**src/rtl/painel_7seg.sv**
```systemverilog
// painel_7seg: registered multi-digit 7-segment driver for the DE0-CV HEX displays.
// Captures N_DIGITOS 5-bit codes on carrega, decodes each to an active-low glyph,
// with per-digit blinking from an internal divider and optional leading-zero blanking.
module painel_7seg #(
  parameter int N_DIGITOS = 6,
  parameter int DIV_PISCA = 25_000_000
) (
  input  logic                   clock,
  input  logic                   reset,
  input  logic                   carrega,
  input  logic [5*N_DIGITOS-1:0] valores,
  input  logic [N_DIGITOS-1:0]   piscar,
  input  logic                   suprime_zeros,
  output logic [7*N_DIGITOS-1:0] display,
  output logic                   fase_pisca
);

  localparam int unsigned    ND      = N_DIGITOS;
  localparam int             CW      = (DIV_PISCA > 1) ? $clog2(DIV_PISCA) : 1;
  localparam logic [CW-1:0]  CNT_MAX = CW'(DIV_PISCA - 1);
  localparam logic [6:0]     APAGADO = 7'b1111111;

  if (N_DIGITOS < 1 || N_DIGITOS > 8) begin : g_chk_digitos
    $error("painel_7seg: N_DIGITOS must be within 1..8");
  end
  if (DIV_PISCA < 2) begin : g_chk_div
    $error("painel_7seg: DIV_PISCA must be at least 2");
  end

  logic [5*N_DIGITOS-1:0] codigos;
  logic [CW-1:0]          cnt_pisca;
  logic [N_DIGITOS-1:0]   suprimido;
  logic [7*N_DIGITOS-1:0] prox_display;

  // Code glyph set, pattern g..a, active-low.
  function automatic logic [6:0] glifo(input logic [4:0] c);
    case (c)
      5'h00: glifo = 7'b1000000;
      5'h01: glifo = 7'b1111001;
      5'h02: glifo = 7'b0100100;
      5'h03: glifo = 7'b0110000;
      5'h04: glifo = 7'b0011001;
      5'h05: glifo = 7'b0010010;
      5'h06: glifo = 7'b0000010;
      5'h07: glifo = 7'b1111000;
      5'h08: glifo = 7'b0000000;
      5'h09: glifo = 7'b0010000;
      5'h0A: glifo = 7'b0001000;
      5'h0B: glifo = 7'b0000011;
      5'h0C: glifo = 7'b1000110;
      5'h0D: glifo = 7'b0100001;
      5'h0E: glifo = 7'b0000110;
      5'h0F: glifo = 7'b0001110;
      5'h10: glifo = 7'b1111110;
      5'h11: glifo = 7'b1111101;
      5'h12: glifo = 7'b1111011;
      5'h13: glifo = 7'b1110111;
      5'h14: glifo = 7'b1101111;
      5'h15: glifo = 7'b1011111;
      5'h16: glifo = 7'b0111111;
      5'h17: glifo = 7'b1111100;
      5'h18: glifo = 7'b1110011;
      5'h19: glifo = 7'b1100111;
      5'h1A: glifo = 7'b1001111;
      5'h1B: glifo = 7'b0011111;
      5'h1C: glifo = 7'b1110001;
      5'h1D: glifo = 7'b1100011;
      5'h1E: glifo = 7'b1000111;
      5'h1F: glifo = 7'b0001111;
      default: glifo = APAGADO;
    endcase
  endfunction

  // Code register: loaded on carrega, cleared by reset.
  always_ff @(posedge clock) begin
    if (reset)
      codigos <= '0;
    else if (carrega)
      codigos <= valores;
  end

  // Blink divider: phase toggles on each counter wrap; reset restarts in the visible phase.
  always_ff @(posedge clock) begin
    if (reset) begin
      cnt_pisca  <= '0;
      fase_pisca <= 1'b1;
    end else if (cnt_pisca == CNT_MAX) begin
      cnt_pisca  <= '0;
      fase_pisca <= ~fase_pisca;
    end else begin
      cnt_pisca  <= cnt_pisca + 1'b1;
    end
  end

  // Leading-zero scan from the top digit down; digit 0 is never suppressed.
  always_comb begin
    logic acima_zero;
    suprimido  = '0;
    acima_zero = suprime_zeros;
    for (int unsigned i = ND - 1; i >= 1; i--) begin
      acima_zero   = acima_zero & (codigos[5*i +: 5] == 5'd0);
      suprimido[i] = acima_zero;
    end
  end

  // Per-digit glyph selection: suppression, then blink, then decoded code.
  always_comb begin
    prox_display = '1;
    for (int unsigned i = 0; i < ND; i++) begin
      if (suprimido[i])
        prox_display[7*i +: 7] = APAGADO;
      else if (piscar[i] && !fase_pisca)
        prox_display[7*i +: 7] = APAGADO;
      else
        prox_display[7*i +: 7] = glifo(codigos[5*i +: 5]);
    end
  end

  // Output register.
  always_ff @(posedge clock) begin
    if (reset)
      display <= '1;
    else
      display <= prox_display;
  end

endmodule

```
**config.mk**
```make
export PLATFORM = sky130hd
export DESIGN_NAME = painel_7seg
export DESIGN_NICKNAME = d
export VERILOG_FILES = /design/src/rtl/painel_7seg.sv
export SDC_FILE = /design/constraint.sdc
export NUM_CORES = 1
export LEC_CHECK = 0
export CORE_UTILIZATION = 45
export CTS_BUF_LIST = sky130_fd_sc_hd__clkbuf_4
export CTS_CLUSTER_DIAMETER = 40
export DETAILED_ROUTE_END_ITERATION = 16
export PLACE_DENSITY_LB_ADDON = 0.2
export SYNTH_ARGS = -nofsm -noshare
export SYNTH_HDL_FRONTEND = slang
export SYNTH_SLANG_ARGS = --single-unit
```
**constraint.sdc**
```tcl
create_clock -name clock -period 5.3 [get_ports clock]
set_input_delay 1.06 -clock clock [delete_from_list [all_inputs] [get_ports clock]]
set_output_delay 1.06 -clock clock [all_outputs]
set_load 0.05 [all_outputs]
```
==> results.toml <==
[floorplan]
core-area_sq_um = 12670
die_w_um = 116.1
initial_utilization_pct = 46.21
dieArea_sq_um = 13470
num_rows = 41
dieHeight_um = 116.1
io_pins = 83

[clocking]
ctsHtreeMaxLevel = 3
cts_tree = "yes"
postCtsSetupBuffers = 0
postCtsHoldBufs = 0
clkSinkCount = 98
clockBufferDepth = 2
cts_resized = 0
clk_pin_slew_ps = 160
cts_buffers = 9
cts_root_buffer = "clkbuf_4"
worstSkewPairLatency_ps = 490

[global_route]
grt_max_degree = 31
grt_overflow = 0
grt_use_total_pct = 20.76
grt_pass1_wl_mm = 22.05
grt_pass1_vias = 4561
antenna_found_initial = 0

[drt]
via_count = 5060
wire_per_inst_um = 14.49
drc = 0
m1WireLength_mm = 6.488
firstDrtPassIters = 5
drt-initial-drc-count = 310
wl_mm = 13.39
via_per_inst = 5.476
ant_nets = 0
top_layer = "met4"
route.met3.wl_um = 659
met2WireLength_mm = 6.040

[synthesis]
synth_edf_count = 0
synth.avg_cell_area_sq_um = 8.318
synthTopCellsByArea = "dfxtp_1, ha_1, mux2i_1, o211ai_1, nor2_1"
yosysMostFrequentCell = "dfxtp_1"
synth_xor_area_share_pct = 2.692
async_reset_ff_share_pct = 0
yosys.area.top_type_share_pct = 33.50
synth_commonest_cells = "dfxtp_1, nor2_1, nand2_1"
synthSimpleGateAreaFrac_pct = 20.43
yosysTopAreaCell = "dfxtp_1"
synth_adder_area_share_pct = 8.120
synth_cell_types = 57
synth_compound_area_share_pct = 18.48
synthFlopType = "dfxtp_1"
netlist_area_sq_um = 5856
ys_ff_latch = 98
ys_seq_area_share_pct = 33.50
ys_warn_count = 0
netlist_instances = 704
synth_top_family_by_area = "simple AND/OR/NAND/NOR gates"
syn_nets = 782
muxShareOfSynthArea_pct = 11.39

[setup_path]
path_class = "reg2out"
crit_fanout = 4
slowest_delay_ps = 830
critPathTopFamily = "buffers and inverters"
arrival_ps = 1700
path_depth = 1
required_ps = 4240
reg2regPathDepth = 6
slowest_stage = "clkdlybuf4s50_1"
endpoint_kind = "output port"
path_buf_inv = 1
cp_cell_sequence = "clkdlybuf4s50_1"
critPathLaunchType = "register"

[sta]
min_period_ps = 2765
worst_slack_ps = 2535
report.final.slew_viol_count = 0
hold_viol = 0
hold_ws_ps = 482.9
skew_ps = 23.59
worst_pin_slew_ps = 950.1
fmax_mhz = 361.7
tns_ps = 0
finalCritPeriodShare_pct = 52.17
rsz0062_at_grt = "false"
finalSetupViolCount = 0
relSlewSlack_pct = 36.66

[power]
p_seq_share_pct = 51.7
power-per-cell-area_nw_per_um2 = 242.6
clockPowerShare_pct = 21.4
leakagePower_nw = 2.527
p_sw_w = 0.0005830
switching_share_pct = 35.29
intPower_w = 0.001069
ir_drop_uv = 113.8
p_comb_share_pct = 26.9

[finish]
antenna_cells = 0
stdcell_count = 924
final_nets = 826
area_delta_synth_final_pct = 16.28
num-fill-cells = 1194
drive_gt1_share_pct = 4.787

[flow_run]
drv_cap = 0

[placed_design]
io_buffer_count = 82
pre_cts_slack_ps = 2228
globalplace.congestion = 0.8870
dp_cells = 909
hpwlAfterDp_mm = 9.625

[hold_path]
hp-class = "reg2reg"
whs_path_depth = 1

[outcome]
status = "complete, no violations"
placed cells by master (no fill, tap or decap), types with 6 or more instances in the layout:
| cell | netlist | final |
|---|---|---|
| nand2b_1 | 8 | 8 |
| mux2i_1 | 43 | 43 |
| xnor2_1 | 9 | 9 |
| o21ai_0 | 50 | 50 |
| dfxtp_1 | 98 | 98 |
| ha_1 | 38 | 38 |
| a21oi_1 | 25 | 25 |
| mux4_2 | 6 | 6 |
| inv_1 | 32 | 32 |
| a211oi_1 | 7 | 7 |
| clkbuf_4 | 0 | 9 |
| nor2_1 | 77 | 77 |
| nor3b_1 | 8 | 8 |
| mux2_2 | 9 | 9 |
| clkdlybuf4s50_1 | 0 | 81 |
| nand4_1 | 8 | 8 |
| nor3_1 | 11 | 11 |
| nor2b_1 | 13 | 13 |
| a21o_1 | 6 | 6 |
| nand2_1 | 63 | 63 |
| a22oi_1 | 9 | 9 |
| nand3_1 | 22 | 22 |
| and3_1 | 6 | 6 |
| xor2_1 | 9 | 9 |
| o211ai_1 | 40 | 40 |
cells by family (layout without fill, tap and decap cells):
kind of cell | count (synthesis) | in the layout
adders and majority gates | 38 | 38
muxes | 58 | 58
DFF | 98 | 98
buffers and inverters | 82 | 130
AOI/OAI and AO/OA | 165 | 165
xor gates and xnor gates | 18 | 18
and+or+nand+nor | 245 | 245
layout make-up:
type / count / area, sq um / area share (%)
Clock inverter: 6 / 42.54 / 0.6248
Timing Repair Buffer: 83 / 823.3 / 12.09
Clock buffer: 9 / 67.56 / 0.9923
Inverter: 32 / 120.1 / 1.764
Sequential cell: 98 / 1962 / 28.81
Multi-Input combinational cell: 524 / 3578 / 52.55
Tap cell: 172 / 215.2 / 3.161
worst paths after layout:
| path | endpoint | slack, ps | start |
|---|---|---|---|
| min reg2reg | cnt_pisca[0] | 480 | cnt_pisca[0] |
| max | fase_pisca | 2540 | fase_pisca |
| max reg2reg | display[36] | 2860 | codigos[26] |
| min | cnt_pisca[0] | 480 | cnt_pisca[0] |
through the flow:
step	instance area [sq um]	util (%)	total power, W
4_1_cts	6809	53.74	0.001664
2_1_floorplan	5856	-	0.001168
5_1_grt	6809	53.74	0.001738
3_5_place_dp	6699	52.87	0.001313
6_report	6809	53.74	0.001652
3_3_place_gp	6699	52.87	0.001308
registers in the layout (all words and copies together), names as in the netlist:
name,flops
cnt_pisca,25
codigos,30
fase_pisca,1
display,42
metal layers:
metal	vias up	GRT usage, %
met4	0	8.034
met1	2326	28.24
met3	13	4.236
met5	-	0
met2	124	32.26
li1	2597	-
power by group through the flow:
stage / combinational (W) / sequential, W / clock [W]
after floorplan: 0.000216 / 0.000952 / 0
after global placement: 0.000439 / 0.000869 / 0
after detailed placement: 0.000443 / 0.000870 / 0
after CTS: 0.000445 / 0.000854 / 0.000365
after global routing: 0.000479 / 0.000865 / 0.000393
final: 0.000444 / 0.000854 / 0.000354
(Power assumes the default switching activity.)
